==> config.mk <==
export PLATFORM = sky130hd
export DESIGN_NAME = fifo_burst_reader
export DESIGN_NICKNAME = d
export VERILOG_FILES = /design/src/rtl/fifo_pkg.sv /design/src/rtl/fifo_skid_buf.sv /design/src/rtl/fifo_burst_reader.sv
export SDC_FILE = /design/constraint.sdc
export NUM_CORES = 1
export LEC_CHECK = 0
export CAP_MARGIN = 40
export CORE_AREA = 2 2 84 86
export CTS_BUF_LIST = sky130_fd_sc_hd__clkbuf_4 sky130_fd_sc_hd__clkbuf_8
export CTS_CLUSTER_SIZE = 40
export DETAILED_ROUTE_END_ITERATION = 7
export DIE_AREA = 0 0 86 88
export PLACE_DENSITY = 0.68
export SLEW_MARGIN = 20
export SYNTH_ARGS = -nofsm -noshare
export SYNTH_HDL_FRONTEND = slang
export SYNTH_SLANG_ARGS = --single-unit
==> constraint.sdc <==
create_clock -name clk -period 4 [get_ports clk]
set_input_delay 0.4 -clock clk [delete_from_list [all_inputs] [get_ports clk]]
set_output_delay 0.4 -clock clk [all_outputs]
set_load 0.01 [all_outputs]
==> src/rtl/fifo_pkg.sv <==
// Shared FIFO definitions: reader FSM state encoding, read latency and default geometry.
// Used by synch_fifo, fifo_skid_buf and fifo_burst_reader.
package fifo_pkg;

  typedef enum logic [1:0] {
    IDLE  = 2'd0,
    READ  = 2'd1,
    DRAIN = 2'd2
  } state_t;

  localparam int FIFO_RD_LAT      = 1;
  localparam int FIFO_PTR_DFLT    = 3;
  localparam int FIFO_WIDTH_DFLT  = 16;
  localparam int FIFO_DEPTH_DFLT  = 8;

endpackage

==> src/rtl/fifo_skid_buf.sv <==
// Two-entry data+last output buffer; push lands the cycle after the FIFO read, visible next cycle.
// Head entry holds stable while out_valid && !out_ready; upstream credit keeps it from overflowing.
module fifo_skid_buf #(
  parameter int FIFO_WIDTH = fifo_pkg::FIFO_WIDTH_DFLT
) (
  input  logic                  clk,
  input  logic                  rst_n,
  input  logic                  push,
  input  logic [FIFO_WIDTH-1:0] push_data,
  input  logic                  push_last,
  output logic                  out_valid,
  output logic [FIFO_WIDTH-1:0] out_data,
  output logic                  out_last,
  input  logic                  out_ready,
  output logic [1:0]            occupancy
);

  typedef struct packed {
    logic                  last;
    logic [FIFO_WIDTH-1:0] dat;
  } ent_t;

  ent_t       ent0_q, ent0_d, ent1_q, ent1_d, in_ent;
  logic [1:0] occ_q, occ_d;
  logic       pop;

  assign in_ent    = '{last: push_last, dat: push_data};
  assign out_valid = (occ_q != 2'd0);
  assign out_data  = ent0_q.dat;
  assign out_last  = ent0_q.last;
  assign occupancy = occ_q;
  assign pop       = out_valid && out_ready;

  always_comb begin
    ent0_d = ent0_q;
    ent1_d = ent1_q;
    occ_d  = occ_q;
    case ({push, pop})
      2'b11: begin
        if (occ_q == 2'd2) begin
          ent0_d = ent1_q;
          ent1_d = in_ent;
        end else begin
          ent0_d = in_ent;
        end
      end
      2'b01: begin
        ent0_d = ent1_q;
        occ_d  = occ_q - 2'd1;
      end
      2'b10: begin
        if (occ_q == 2'd0) ent0_d = in_ent;
        else               ent1_d = in_ent;
        occ_d = occ_q + 2'd1;
      end
      default: ;
    endcase
  end

  always_ff @(posedge clk or negedge rst_n) begin
    if (!rst_n) begin
      ent0_q <= '0;
      ent1_q <= '0;
      occ_q  <= 2'd0;
    end else begin
      ent0_q <= ent0_d;
      ent1_q <= ent1_d;
      occ_q  <= occ_d;
    end
  end

endmodule

==> src/rtl/fifo_burst_reader.sv <==
// Drains synch_fifo in bursts of BURST_LEN (or the current contents on flush) onto a valid/ready stream.
// First beat 3 cycles after the start condition, then 1 beat/cycle; credit-gated pops ride out backpressure.
module fifo_burst_reader
  import fifo_pkg::*;
#(
  parameter int FIFO_PTR   = FIFO_PTR_DFLT,
  parameter int FIFO_WIDTH = FIFO_WIDTH_DFLT,
  parameter int FIFO_DEPTH = FIFO_DEPTH_DFLT,
  parameter int BURST_LEN  = 4
) (
  input  logic                  clk,
  input  logic                  rst_n,
  input  logic                  fifo_empty,
  input  logic [FIFO_PTR:0]     fifo_data_avail,
  input  logic [FIFO_WIDTH-1:0] fifo_read_data,
  output logic                  fifo_read_en,
  input  logic                  flush,
  output logic                  out_valid,
  output logic [FIFO_WIDTH-1:0] out_data,
  output logic                  out_last,
  input  logic                  out_ready,
  output logic                  busy,
  output logic                  burst_done
);

  localparam int            CW     = FIFO_PTR + 1;
  localparam int            BL_C   = (BURST_LEN > FIFO_DEPTH) ? FIFO_DEPTH : BURST_LEN;
  localparam logic [CW-1:0] BURST_C = CW'(BL_C);
  localparam logic [CW-1:0] ONE_C   = CW'(1);

  state_t        state_q, state_d;
  logic [CW-1:0] len_q, len_d, rd_cnt_q, rd_cnt_d, wr_cnt_q, wr_cnt_d;
  logic          flush_pend_q, flush_pend_d;
  logic          inflight_q, burst_done_q;
  logic [1:0]    occupancy, cnt;
  logic          xfer, credit, rd_en, push_last;

  // cnt counts every word that will occupy the buffer: stored entries plus the one on the FIFO read port.
  assign cnt          = occupancy + {1'b0, inflight_q};
  assign xfer         = out_valid && out_ready;
  assign credit       = (cnt < 2'd2) || ((cnt == 2'd2) && xfer);
  assign rd_en        = (state_q == READ) && (rd_cnt_q < len_q) && !fifo_empty && credit;
  assign push_last    = (wr_cnt_q == (len_q - ONE_C));
  assign fifo_read_en = rd_en;
  assign busy         = (state_q != IDLE);
  assign burst_done   = burst_done_q;

  always_comb begin
    state_d      = state_q;
    len_d        = len_q;
    rd_cnt_d     = rd_cnt_q;
    wr_cnt_d     = wr_cnt_q;
    flush_pend_d = flush_pend_q;
    if (rd_en)      rd_cnt_d = rd_cnt_q + ONE_C;
    if (inflight_q) wr_cnt_d = wr_cnt_q + ONE_C;
    case (state_q)
      IDLE: begin
        rd_cnt_d = '0;
        wr_cnt_d = '0;
        if (fifo_data_avail >= BURST_C) begin
          state_d      = READ;
          len_d        = BURST_C;
          flush_pend_d = flush_pend_q || flush;
        end else if (flush || flush_pend_q) begin
          // an empty FIFO means there is nothing to flush, so the request is dropped
          flush_pend_d = 1'b0;
          if (!fifo_empty) begin
            state_d = READ;
            len_d   = fifo_data_avail;
          end
        end
      end
      READ: begin
        flush_pend_d = flush_pend_q || flush;
        if (rd_en && (rd_cnt_q == (len_q - ONE_C))) state_d = DRAIN;
      end
      DRAIN: begin
        flush_pend_d = flush_pend_q || flush;
        if (xfer && out_last) state_d = IDLE;
      end
      default: state_d = IDLE;
    endcase
  end

  always_ff @(posedge clk or negedge rst_n) begin
    if (!rst_n) begin
      state_q      <= IDLE;
      len_q        <= '0;
      rd_cnt_q     <= '0;
      wr_cnt_q     <= '0;
      flush_pend_q <= 1'b0;
      inflight_q   <= 1'b0;
      burst_done_q <= 1'b0;
    end else begin
      state_q      <= state_d;
      len_q        <= len_d;
      rd_cnt_q     <= rd_cnt_d;
      wr_cnt_q     <= wr_cnt_d;
      flush_pend_q <= flush_pend_d;
      inflight_q   <= rd_en;
      burst_done_q <= (state_q == DRAIN) && xfer && out_last;
    end
  end

  fifo_skid_buf #(
    .FIFO_WIDTH(FIFO_WIDTH)
  ) u_skid (
    .clk       (clk),
    .rst_n     (rst_n),
    .push      (inflight_q),
    .push_data (fifo_read_data),
    .push_last (push_last),
    .out_valid (out_valid),
    .out_data  (out_data),
    .out_last  (out_last),
    .out_ready (out_ready),
    .occupancy (occupancy)
  );

endmodule

* Yosys cells after proc, flatten, opt, wreduce, memory -nomap -nowiden
Index checks and enable logic that the tools add are counted.
** Cells by class
- Reduce and logical (&&, ||, !) cells :: 29
- Magnitude comparators :: 3
- Eq/ne operators :: 17
- Add/subtract/negate cells :: 6
- Multiplexer cells :: 23
** Operators with widths (count)
- $mux W17 :: 4
- $pmux W17 S3 :: 1
- $pmux W17 S2 :: 1
- $mux W4 :: 7
- $reduce_bool A2 Y1 :: 8
- $eq A2 B2 Y1 const B :: 5
- $mux W2 :: 5
- $logic_and A1 B1 Y1 :: 9
- $add A4 B1 Y4 const B :: 2
- $eq A4 B4 Y1 :: 2
- $ne A2 B1 Y1 const B :: 4
- $ne A3 B3 Y1 const B :: 2
- $pmux W2 S3 :: 1
- $reduce_and A3 Y1 :: 2
- $eq A2 B1 Y1 const B :: 2
- $ge A4 B3 Y1 const B :: 1
- $logic_not A2 Y1 :: 2
- $lt A4 B4 Y1 :: 1
- $ne A2 B2 Y1 const B :: 2
- $pmux W2 S2 :: 1
- $reduce_and A2 Y1 :: 2
- $reduce_and A4 Y1 :: 1
- $sub A4 B1 Y4 const B :: 1
- $reduce_bool A3 Y1 :: 1
- other kinds (9) :: 11
** Storage, ports and cells
- Flip-flop bits (word level) :: 53

* Logic depth before layout (Yosys ltp)
- Depth in word-level cells :: 8
- Mapped depth :: 11
- Depth with buffers taken out :: 9

* By module
A second synthesis with hierarchy kept.
** Second synthesis, totals
- Cell total of the unflattened synthesis :: 300
- Area total of the unflattened synthesis :: 3150.5 µm²
** Modules (own cells, without submodules)
- fifo_skid_buf :: sequential area each 900.9 µm², cells each 177, instances 1, area each 1981.9 µm²
- fifo_burst_reader :: sequential area each 425.4 µm², cells each 123, instances 1, area each 1168.6 µm²

* Least setup slack after synthesis
Ideal clock, no wire load.
- Kind :: flip-flop to flip-flop
- Start :: register u_skid.occ_q[0] (netlist: u_skid.occupancy[0])
- End :: register u_skid.ent1_q[10] (netlist name)
- Data arrival time :: 2.469 ns
- Slack :: 1.407 ns
- Library setup time :: 0.125 ns
- Stages on the path, launching flop included :: 11
- Cells stage by stage :: dfrtp_1 > buf_2 > nor2_1 > inv_1 > nand2_1 > ha_1 > clkbuf_1 > nor2_1 > a211oi_2 > buf_2 > mux2_2
** On the way
- Word-level cells in the longest chain between the ends :: 5
** Ends and longest elaborated chain
- start, declared :: line fifo_skid_buf.sv:24 : logic [1:0] occ_q, occ_d;
- start signal, assigned :: line fifo_skid_buf.sv:64 : occ_q <= 2'd0;
- start signal, assigned :: line fifo_skid_buf.sv:68 : occ_q <= occ_d;
- $reduce_bool A2 Y1 * :: line fifo_skid_buf.sv:28 : assign out_valid = (occ_q != 2'd0);
- net out_valid :: line fifo_burst_reader.sv:18 : output logic out_valid,
- $logic_and A1 B1 Y1 * :: line fifo_skid_buf.sv:32 : assign pop = out_valid && out_ready;
- $eq A2 B2 Y1 :: line fifo_skid_buf.sv:38 : case ({push, pop})
- $ne A2 B2 Y1 (no source line), or another cell as far along
- $reduce_and A3 Y1 (no source line)
- end signal, assigned :: line fifo_skid_buf.sv:67 : ent1_q <= ent1_d;
- end, declared :: line fifo_skid_buf.sv:23 : ent_t ent0_q, ent0_d, ent1_q, ent1_d, in_ent;
Mark *: on every way through the listed nets, which the timed path passes. The rest lies on a longest branch.
A chain may end at the register's enable or synchronous reset.

* Worst setup path after layout
- Start :: register state_q[1]
- End :: output fifo_read_en
** On the way
- Word-level cells in the longest chain between the ends :: 4
** Ends and longest elaborated chain
- start, declared :: line fifo_burst_reader.sv:31 : state_t state_q, state_d;
- start signal, assigned :: line fifo_burst_reader.sv:95 : state_q <= state_d;
- $eq A2 B1 Y1 :: line fifo_burst_reader.sv:42 : assign rd_en = (state_q == READ) && (rd_cnt_q < len_q) && !fifo_empty && credit;
- $logic_and A1 B1 Y1 (3 in a row) :: line fifo_burst_reader.sv:42
- end, declared :: line fifo_burst_reader.sv:16 : output logic fifo_read_en,
No other way between the ends.

==> run_results.csv <==
group,metric,value,unit
floorplan,ioPinCount,46,
yosys,syn-cell-area,2930,um2
placed_design,gp_congestion,0.767,
status,status,"finished clean",
cells_and_area,num_antenna_cells,0,
worst_setup_path,crit_fanout,5,
placed_design,post-place-ws,1.14,ns
min_path,hp-class,"input pin to asynchronous set/reset pin",
floorplan,rows,30,
global_route,track_usage,17.6,%
routing,final_antenna_net_count,0,
global_route,grt_max_degree,29,
worst_setup_path,rr_endpoint,"u_skid.out_data[10]",
yosys,postSynthCellCount,282,
worst_setup_path,critical_path_required,3.60,ns
power_and_ir_drop,p_sw,0.992,mW
clock_network,cts_tree,"built",
floorplan,dieArea,7570,um2
yosys,yosysTopAreaCell,"dfrtp_1",
yosys,synthTopCellsByArea,"dfrtp_1, mux2_2, ha_1",
clock_network,cts-root-buf,"clkbuf_8",
worst_setup_path,crit_type,"register to primary output",
timing,setup_violations,0,
clock_network,clockBufferDepth,2,
floorplan,start_util,44.1,%
clock_network,cts_resized,0,
yosys,synth-seq-area-share,45.3,%
power_and_ir_drop,p_int,1.59,mW
timing,finalMaxSlewViolations,0,
worst_setup_path,endpoint_kind,"primary output",
timing,clock_skew,0.0140,ns
timing,slew_headroom,51.9,%
job,max_cap_violations,0,
clock_network,clk_latency,0.31,ns
placed_design,io_buffers,45,
yosys,synth_edf_count,0,
timing,tns,0,ns
timing,worst_slack,0.983,ns
routing,drc_errors,0,
yosys,ys.warnings.count,0,
global_route,antenna_found_initial,0,
clock_network,cts_setup_buffers,0,
power_and_ir_drop,pwr-share-comb,50.7,%
power_and_ir_drop,p_per_area,725,nW/um2
power_and_ir_drop,pwr-share-clk,13.9,%
clock_network,hold_buffers,0,
routing,vias,2270,
yosys,async_reset_ff_share,100,%
power_and_ir_drop,ir_worst_vdd,0.265,mV
timing,tightest_slew,0.715,ns
routing,drt-wirelength-per-cell,15.4,um
timing,hold_ws,0.0854,ns
timing,hold_viol,0,
timing,fmax,0.331,GHz
cells_and_area,layout.cells.non_filler,402,
yosys,postSynthAreaPerCell,10.4,um2
power_and_ir_drop,p_seq_share,35.4,%
routing,drt_pass1_iterations,5,
routing,drt_iter0_drc,132,
timing,period_share,75.4,%
cells_and_area,area_delta_synth_final,21.6,%
worst_setup_path,r2r-start,"u_skid.occupancy[0]",
floorplan,die_y,88,um
power_and_ir_drop,switching_share,38.4,%
power_and_ir_drop,leakagePower,1.59,nW
floorplan,core_region_area,6640,um2
floorplan,die_width,86,um
yosys,syn_nets,322,
yosys,synth_cell_types,40,
routing,via_per_inst,5.65,
yosys,synth_top_area_share,45.3,%
yosys,synth_top_flop_cell,"dfrtp_1",
routing,wl,6.18,mm
cells_and_area,postLayoutCellArea,3560,um2
global_route,grt_overflow,0,
cells_and_area,drive_gt1_share,11.8,%
worst_setup_path,r2r_cells,8,
global_route,grt_pass1_vias,2272,
worst_setup_path,r2r_slack,1.32,ns
placed_design,dpl_cell_area,3460,um2
timing,rsz0062_at_grt,"no",
clock_network,cts_sinks,53,
timing,fin_crit,3.02,ns
cells_and_area,nNetsFinal,362,
worst_setup_path,start_kind,"register",
worst_setup_path,worstPathArrival,2.62,ns
yosys,ys_seq_elements,53,
clock_network,cts-htree-levels,2,
cells_and_area,nFillCells,597,
placed_design,hpwl,4.28,mm
placed_design,dp.cells,395,
clock_network,numCtsBuffers,5,
clock_network,clk_pin_slew,0.10,ns
global_route,grt_pass1_wl,10.6,mm
layer usage:
layer | global-route usage (%) | part of all wire, % | vias to the layer above
li1 | - | - | 1097
met1 | 22.9 | 47 | 1120
met2 | 30.3 | 49 | 48
met3 | 3.39 | 3.7 | 5
met4 | 4.04 | 0.74 | 0
met5 | 0 | 0 | -
state kept, by name, summed over array words and instances, names as in the netlist:
signal	cells
flush_pend_q	1
u_skid.occupancy	2
u_skid.ent1_q	17
len_q	4
state_q	2
u_skid.out_last	1
inflight_q	1
burst_done	1
rd_cnt_q	4
u_skid.out_data	16
wr_cnt_q	4
Yosys cell counts, types with 8 or more instances:
library cell / count
nor2_1: 14
xnor2_1: 12
inv_1: 13
clkbuf_1: 13
ha_1: 15
a221oi_1: 16
dfrtp_1: 53
a21o_1: 15
mux2_2: 18
nand2_1: 43
a21oi_1: 8
a311oi_1: 15
power groups by stage:
| stage | combinational (mW) | sequential (mW) | clock (mW) |
|---|---|---|---|
| after detailed placement | 1.32 | 0.929 | 0 |
| after global placement | 1.29 | 0.914 | 0 |
| final | 1.31 | 0.915 | 0.359 |
| after global routing | 1.46 | 0.950 | 0.389 |
| after floorplan | 0.900 | 0.918 | 0 |
| after CTS | 1.32 | 0.916 | 0.369 |
layout make-up:
type	count	area (um2)	area share (%)
Multi-Input combinational cell	197	1480	41.7
Clock inverter	2	35.0	0.984
Inverter	13	48.8	1.37
Sequential cell	53	1330	37.3
Tap cell	80	100	2.81
Clock buffer	5	68.8	1.93
Timing Repair Buffer	52	498	14.0
how the worst max path moves through the flow:
stage / from / to / slack [ns] / cells after the start
global placement: fifo_empty / fifo_read_en / 1.17 / 5
CTS: state_q[1] / fifo_read_en / 0.94 / 6
floorplan: u_skid.occupancy[0] / u_skid.ent1_q[10] / 1.41 / 10
global route: state_q[1] / fifo_read_en / 0.74 / 6
detailed placement: fifo_empty / fifo_read_en / 1.14 / 5
finish: state_q[1] / fifo_read_en / 0.98 / 6
stage by stage:
stage | util (%) | total power [mW]
finish | 53.6 | 2.58
global route | 53.6 | 2.80
CTS | 53.6 | 2.61
detailed placement | 52.0 | 2.25
global placement | 51.9 | 2.20
floorplan | - | 1.82
worst max-delay path: stages, from the launching register on:
cell,delay [ns]
dfrtp_1,0.38
inv_1,0.12
ha_1,0.23
or3b_1,0.36
a221o_1,0.37
nor2_1,0.26
clkdlybuf4s50_1,0.59
logic make-up (layout without fill, tap and decap cells):
kind of cell / Yosys count / after routing / synth area share (%)
AOI/OAI and AO/OA: 72 / 72 / 19.7
and+or+nand+nor: 71 / 71 / 10.6
DFF: 53 / 53 / 45.3
buffers and inverters: 32 / 72 / 4.32
xor gates and xnor gates: 20 / 20 / 6.50
muxes: 19 / 19 / 7.26
adders and majority gates: 15 / 15 / 6.41
placed cells by master (no fill, tap or decap), drive strengths merged, types with 2 or more instances in the layout:
cell type,count
nor2,14
or3,2
a21boi,2
xnor2,12
buf,8
a31oi,3
clkdlybuf4s50,44
ha,15
dfrtp,53
nand2b,2
inv,13
mux2,18
o21ai,5
a311oi,15
a21oi,9
a21o,15
nand2,43
clkbuf,5
nor3,2
a221oi,16
xor2,7
No activity file was read; power rests on OpenSTA's default activity.
